## src/rtl/mips_bus_pkg.sv

```systemverilog
// Shared types for the MIPS Avalon-MM bus: arbiter state encoding and slave response codes.
package mips_bus_pkg;

  typedef enum logic [1:0] {
    IDLE = 2'd0,
    OWN0 = 2'd1,
    OWN1 = 2'd2
  } arb_state_t;

  localparam logic [1:0] RESP_OKAY   = 2'b00;
  localparam logic [1:0] RESP_SLVERR = 2'b10;
  localparam logic [1:0] RESP_DECERR = 2'b11;

endpackage

```

## src/rtl/mips_avalon_arbiter.sv

```systemverilog
// Two-master / one-slave Avalon-MM arbiter with sticky bus-error and stall-timeout flags.
// Define ARB_ROUND_ROBIN_EN for round-robin tie-breaking; otherwise master 0 has fixed priority.
module mips_avalon_arbiter
  import mips_bus_pkg::*;
#(
  parameter int ADDR_W         = 32,
  parameter int DATA_W         = 32,
  parameter int TIMEOUT_CYCLES = 1024
) (
  input  logic                clk,
  input  logic                reset,
  input  logic [ADDR_W-1:0]   m0_address,
  input  logic [DATA_W/8-1:0] m0_byteenable,
  input  logic                m0_read,
  input  logic                m0_write,
  input  logic [DATA_W-1:0]   m0_writedata,
  output logic                m0_waitrequest,
  output logic [DATA_W-1:0]   m0_readdata,
  input  logic [ADDR_W-1:0]   m1_address,
  input  logic [DATA_W/8-1:0] m1_byteenable,
  input  logic                m1_read,
  input  logic                m1_write,
  input  logic [DATA_W-1:0]   m1_writedata,
  output logic                m1_waitrequest,
  output logic [DATA_W-1:0]   m1_readdata,
  output logic [ADDR_W-1:0]   s_address,
  output logic [DATA_W/8-1:0] s_byteenable,
  output logic                s_read,
  output logic                s_write,
  output logic [DATA_W-1:0]   s_writedata,
  input  logic                s_waitrequest,
  input  logic [DATA_W-1:0]   s_readdata,
  input  logic [1:0]          s_response,
  output logic [1:0]          grant,
  output logic                bus_error,
  output logic                timeout
);

  localparam int CNT_W = $clog2(TIMEOUT_CYCLES + 1);
  localparam logic [CNT_W-1:0] CNT_MAX = CNT_W'(TIMEOUT_CYCLES);
  localparam logic [CNT_W-1:0] CNT_ONE = CNT_W'(1);

  arb_state_t       state, state_next;
  logic             m0_req, m1_req;
  logic             pick1;
  logic             grant_start;
  logic             completing;
  logic [CNT_W-1:0] stall_cnt;

  assign m0_req = m0_read | m0_write;
  assign m1_req = m1_read | m1_write;

`ifdef ARB_ROUND_ROBIN_EN
  logic last_owner;

  // On a tie the master that was not granted last wins.
  assign pick1 = m1_req & (~m0_req | ~last_owner);

  always_ff @(posedge clk) begin
    if (reset)
      last_owner <= 1'b0;
    else if (grant_start)
      last_owner <= pick1;
  end
`else
  assign pick1 = m1_req & ~m0_req;
`endif

  assign grant_start = (state == IDLE) && (m0_req || m1_req);
  assign completing  = (s_read | s_write) & ~s_waitrequest;
  assign grant       = {state == OWN1, state == OWN0};

  // An owner returns to IDLE on completion or when it drops its request (abort).
  always_comb begin
    state_next = state;
    case (state)
      IDLE:    if (m0_req || m1_req) state_next = pick1 ? OWN1 : OWN0;
      OWN0:    if (!m0_req || completing) state_next = IDLE;
      OWN1:    if (!m1_req || completing) state_next = IDLE;
      default: state_next = IDLE;
    endcase
  end

  // Read and write both high is treated as a write, so the read strobe is masked.
  always_comb begin
    s_address      = '0;
    s_byteenable   = '0;
    s_read         = 1'b0;
    s_write        = 1'b0;
    s_writedata    = '0;
    m0_waitrequest = 1'b1;
    m0_readdata    = '0;
    m1_waitrequest = 1'b1;
    m1_readdata    = '0;
    case (state)
      OWN0: begin
        s_address      = m0_address;
        s_byteenable   = m0_byteenable;
        s_read         = m0_read & ~m0_write;
        s_write        = m0_write;
        s_writedata    = m0_writedata;
        m0_waitrequest = s_waitrequest;
        m0_readdata    = s_readdata;
      end
      OWN1: begin
        s_address      = m1_address;
        s_byteenable   = m1_byteenable;
        s_read         = m1_read & ~m1_write;
        s_write        = m1_write;
        s_writedata    = m1_writedata;
        m1_waitrequest = s_waitrequest;
        m1_readdata    = s_readdata;
      end
      default: ;
    endcase
  end

  always_ff @(posedge clk) begin
    if (reset) begin
      state     <= IDLE;
      stall_cnt <= '0;
      bus_error <= 1'b0;
      timeout   <= 1'b0;
    end else begin
      state <= state_next;
      if (grant_start) begin
        stall_cnt <= '0;
      end else if (state != IDLE && s_waitrequest && stall_cnt != CNT_MAX) begin
        stall_cnt <= stall_cnt + CNT_ONE;
        if (stall_cnt == CNT_MAX - CNT_ONE)
          timeout <= 1'b1;
      end
      if (completing && s_response != RESP_OKAY)
        bus_error <= 1'b1;
    end
  end

endmodule

```

## config.mk

```make
export PLATFORM = sky130hd
export DESIGN_NAME = mips_avalon_arbiter
export DESIGN_NICKNAME = d
export VERILOG_FILES = /design/src/rtl/mips_bus_pkg.sv /design/src/rtl/mips_avalon_arbiter.sv
export SDC_FILE = /design/constraint.sdc
export NUM_CORES = 1
export LEC_CHECK = 0
export CAP_MARGIN = 0
export CORE_AREA = 2 2 122 124
export DETAILED_ROUTE_END_ITERATION = 16
export DIE_AREA = 0 0 124 126
export HOLD_SLACK_MARGIN = 0.08
export PLACE_DENSITY = 0.58
export SLEW_MARGIN = 20
export SYNTH_ARGS = -nofsm -noshare
export SYNTH_HDL_FRONTEND = slang
export SYNTH_SLANG_ARGS = --single-unit
```

## constraint.sdc

```tcl
create_clock -name clk -period 2.9 [get_ports clk]
set_input_delay 0.58 -clock clk [delete_from_list [all_inputs] [get_ports clk]]
set_output_delay 0.58 -clock clk [all_outputs]
set_load 0.02 [all_outputs]
```

=== Word level (Yosys, flattened, before mapping) ===
Index checks and enable logic that the tools add are counted.

* Bits in writable memories: 0
* Latch bits: 0
* Logic and storage cells: 53
* Output and inout bits: 140
* Register bits after elaboration: 15
* Input bits: 177
* Memories: 0
* Memory bits (read-only): 0

* $mul: 0
* Div/mod/pow operators: 0
* Eq/ne operators: 7
* Shifts and indexed selects: 0
* $lt $le $gt $ge: 0
* $add $sub $neg: 1
* Muxes and demuxes: 14
* Bitwise logic cells: 12
* Reductions and logical operators: 15

{| class="wikitable"
|+ Operator list
! kind !! number
|-
| $pmux 32 s2 || 2
|-
| $mux 32 || 2
|-
| $add 11x1->11 const B || 1
|-
| $eq 11x10->1 const B || 1
|-
| $ne 11x11->1 const B || 1
|-
| $mux 2 || 4
|-
| $pmux 4 s2 || 1
|-
| $ne 2x1->1 const B || 3
|-
| $pmux 2 s3 || 1
|-
| $reduce_and 3->1 || 2
|-
| $not 1->1 || 5
|-
| $and 1x1->1 || 4
|-
| $logic_and 1x1->1 || 4
|-
| $pmux 1 s2 || 2
|-
| $reduce_bool 2->1 || 2
|-
| $logic_or 1x1->1 || 3
|-
| $or 1x1->1 || 3
|-
| $eq 2x1->1 const B || 1
|-
| $eq 2x2->1 const B || 1
|-
| $logic_not 1->1 || 2
|-
| $logic_not 2->1 || 1
|-
| $mux 1 || 2
|-
| $reduce_or 2->1 || 1
|}

=== Longest topological paths before layout ===
Gate-level depths: netlist (run 1).

* Word-level depth: 8
* Gate-level depth with buffers: 7
* Mapped depth without buffers: 6

=== Least setup slack after synthesis (run 1) ===
OpenSTA, ideal clock, no wires.

* Path type: reg-to-output
* Start point: register state[0]
* End point: output port s_address[31]
* Data required time: 2.320 ns
* Setup slack: 0.584 ns
* Stages on the path, launching flop included: 7
* Path buffers: 2
* Arrival time: 1.736 ns
* Path through: dfxtp_1 inv_1 ha_1 clkbuf_1 buf_1 a22oi_1 nor2_1

* Cells in the longest elaborated chain, start to end: 2
* Elaborated cells between the ends (all ways): 3
* Those cells by class: eq/ne (2); mux (1)

{| class="wikitable"
|+ Ends and longest elaborated chain
! element !! RTL line !! source
|-
| start: declaration || mips_avalon_arbiter.sv:43 || <nowiki>arb_state_t state, state_next;</nowiki>
|-
| start signal: assignment || mips_avalon_arbiter.sv:125 || <nowiki>state <= state_next;</nowiki>
|-
| $eq 2x2->1 || - ||
|-
| named net grant[1] || mips_avalon_arbiter.sv:34 || <nowiki>output logic [1:0] grant,</nowiki>
|-
| $pmux 32 s2 || mips_avalon_arbiter.sv:95 || <nowiki>case (state)</nowiki>
|-
| end: declaration || mips_avalon_arbiter.sv:26 || <nowiki>output logic [ADDR_W-1:0] s_address,</nowiki>
|}

The timed path passes the listed nets, and every way through them passes these cells.

=== Final worst setup path (run 1) ===
* Start point: register state[0]
* End point: output port s_writedata[15]

* Cells in the longest elaborated chain, start to end: 2
* Elaborated cells between the ends (all ways): 3
* Those cells by class: eq/ne (2); mux (1)

{| class="wikitable"
|+ Ends and longest elaborated chain
! element !! RTL line !! source
|-
| $eq 2x2->1 / $eq 2x1->1 (equally long branches) || mips_avalon_arbiter.sv:95 ||
|-
| $pmux 32 s2 (*) || mips_avalon_arbiter.sv:95 ||
|-
| end: declaration || mips_avalon_arbiter.sv:30 || <nowiki>output logic [DATA_W-1:0] s_writedata,</nowiki>
|}

Mark *: on every way between the ends. The rest lies on a longest branch, timed or not.

==> results of run 1 <==
==> state kept, by name, summed over array words and instances, names as in the netlist <==
register,cells
timeout,1
bus_error,1
state,2
stall_cnt,11
==> final timing paths <==
kind,start,endpoint,slack (ns),cells past startpoint
worst min-delay path,bus_error,bus_error,0.47,2
worst max register to register,state[0],stall_cnt[8],0.71,6
worst max-delay path,state[0],s_writedata[15],0.13,6
worst min register to register,bus_error,bus_error,0.47,2
==> layout by cell type (no fill, tap or decap), types with 4 or more instances in the layout <==
cell type and n:
a21oi_1 7, a22oi_1 69, and2_1 64, buf_12 5, clkdlybuf4s50_1 306, dfxtp_1 15, dlymetal6s2s_1 10, ha_1 4
inv_1 8, nand2_1 7, nor2_1 80, o21ai_0 4
==> logic make-up (layout without fill, tap and decap cells) <==
group,count (synthesis),count (layout)
AND/OR/NAND/NOR,173,173
AO/OA/AOI/OAI,92,92
buffers and inverters,40,335
flip-flops,15,15
adder cells (fa/ha/maj),6,6
XOR/XNOR,5,5
multiplexers,1,1
==> layer usage <==
metal / global-route usage (%) / wire [um]
met1: 16.5 / 4590
met2: 28.1 / 6730
met3: 3.31 / 872
met4: 2.71 / 161
met5: 0 / 0
==> report_power, final <==
| part | total, mW | switching [mW] | internal (mW) |
|---|---|---|---|
| clock network | 0.266 | 0.0802 | 0.186 |
| logic | 3.10 | 1.66 | 1.44 |
| registers | 0.242 | 0.0193 | 0.222 |
| total | 3.61 | 1.76 | 1.85 |
==> final cells by class <==
cell class,instances,area (um2)
Timing Repair Buffer,322,3300
Clock buffer,4,78.8
Fill cell,1478,8660
Inverter,9,33.8
Sequential cell,15,300
Multi-Input combinational cell,277,1710
Tap cell,184,230
==> worst register-to-register path: stages, from the launching register on <==
cell	delay [ns]
dfxtp_1	0.42
inv_1	0.13
ha_1	0.29
nand2b_1	0.22
a41o_1	0.34
or4_1	0.55
a21oi_1	0.16
==> stage by stage <==
stage	hold slack [ns]	utilization [%]	total power, mW
6_report	0.468	39.5	3.61
5_1_grt	0.505	39.5	3.86
4_1_cts	0.474	39.3	3.65
3_5_place_dp	0.464	38.7	3.36
3_3_place_gp	0.453	38.7	3.35
2_1_floorplan	0.457	-	1.87
==> results.yml, run 1 <==
critical_path:
  critPathCaptureType: "primary output"
  cpMaxStageDelayCell: "clkdlybuf4s50_1"
  worst-endpoint-arrival_ns: 2.19
  critical_path.top_delay_family: "buffers and inverters"
  critical_path.startpoint_type: "flip-flop"
  class_of_the_most_critical_setup_path: "reg -> out"
  crit_path_cell_trace: "inv_1, ha_1, inv_2, buf_8, nor2_1, clkdlybuf4s50_1"
  cp_data_required_time_ns: 2.32
  critical_path_peak_fanout: 43
  delay_of_the_slowest_cell_on_the_worst_path_ns: 0.62
  cp_num_buf_inv: 4
logic_synthesis:
  synth_top_flop_cell: "dfxtp_1"
  synthTopCellsByArea: "a22oi_1 24%, and2_1 19%, dfxtp_1 14%"
  syn_inst: 332
  synthAdderAreaFrac_pct: 3.51
  postSynthRegisterBits: 15
  synth_top_family_by_area: "simple AND/OR/NAND/NOR gates"
  syn_nets: 515
  seq_total_area_yosys_pct: 14.0
  synth-compound-area-share_pct: 31.4
  fraction_of_synthesized_area_in_multiplexers_pct: 0.468
  netlist_area_um2: 2140
  yosys_warnings: 0
  number_of_flops_mapped_to_enable_cells_by_yosys: 0
  synthArstFlopShare_pct: 0
  post_synth_xor_area_fraction_pct: 2.05
  yosys.area.top_type: "a22oi_1"
  syn-mean-instance-area_um2: 6.44
  post-synth-top-count-cell: "nor2_1"
  synth_cell_type_count: 39
  cell_types_with_the_highest_counts_after_synthesis: "80 x nor2_1, 69 x a22oi_1, 64 x and2_1, 26 x clkbuf_1, 15 x dfxtp_1"
  synth_simple_gate_area_share_pct: 41.2
  netlist.area_leader.share_pct: 24.2
route:
  totalWireLength_um: 12400
  ant_nets: 0
  average_wire_per_standard_cell_um: 15.2
  firstDrtPassIters: 6
  drc_errors: 0
  drt_first_iter_violations: 196
  detail_route.vias_per_cell: 4.41
  num_vias: 3576
placement:
  dpl.hpwl_um: 10200
  dp_worst_setup_slack_ns: 0.264
  numPortBuffers: 316
  detailed_place.area_um2: 5540
  finalWeightedCongestion: 0.864
  post-place-cells: 807
timing:
  final_period_minus_worst_setup_slack_ns: 2.77
  finalSetupTns_ns: 0
  worst_slew_pin_slew_ns: 0.400
  max_slew_margin_pct: 73.3
  fmax_ghz: 0.361
  finalHoldViolCount: 0
  timing_max_transition_violations_final: 0
  grt_setup_unrepaired: "false"
  finalClockSkew_ns: 0.00442
  finalWorstSetupSlack_ns: 0.129
  timing.final.crit_share_pct: 95.5
  report.final.setup_viol: 0
final_layout:
  postLayoutCellArea_um2: 5650
  antenna_cells: 0
  synthesis_to_layout_area_growth_pct: 164
  drive_above_1_share_pct: 2.39
  nets_finish: 811
  finalNonFillerCells: 811
power:
  power.leakage_nw: 2.11
  power_per_cell_area_nw_per_um2: 638
  worst_vdd_drop_uv: 424
clock_network:
  post-cts-setup-buffers: 0
  ctsHtreeMaxLevel: 1
  clock_insertion_delay_worst_skew_ns: 0.24
  cts_buffers: 3
  clock-root-buffer: "clkbuf_16"
  cts_tree: "built"
  clk_pin_slew_worst_paths_ns: 0.04
  post_cts.resized_instances: 1
  clock_sink_count: 15
  cts_buffer_depth: 2
  cts_hold_buf: 0
die:
  placeableCoreArea_um2: 14300
  chipHeight_um: 126
  num_rows: 44
  die_footprint_um2: 15600
  io_pins: 317
  start_util_pct: 14.9
  die_x_um: 124
hold_path:
  min-delay-path-class: "reg -> reg"
grt:
  grt_start_max_net_pins: 54
  antenna_found_initial: 0
  grt_first_pass_wirelength_um: 18600
  globalRoute.totalOverflow: 0
  via_count_of_the_first_global_routing_pass: 3576
  grt.total_usage_pct: 14.7
status:
  outcome: "finished clean"
flow_run:
  maxCapViolCount: 0
No activity file was read; power rests on OpenSTA's default activity.
==> inputs of run 2 (changes only) <==
--- a/config.mk
+++ b/config.mk
@@ -5,6 +5,7 @@
 export SDC_FILE = /design/constraint.sdc
 export NUM_CORES = 1
 export LEC_CHECK = 0
+export ABC_CLOCK_PERIOD_IN_PS = 2900
 export CAP_MARGIN = 0
 export CORE_AREA = 2 2 122 124
 export DETAILED_ROUTE_END_ITERATION = 16
==> results of run 2 <==
The final DEF is identical to that of run 1; final timing and power are the same.
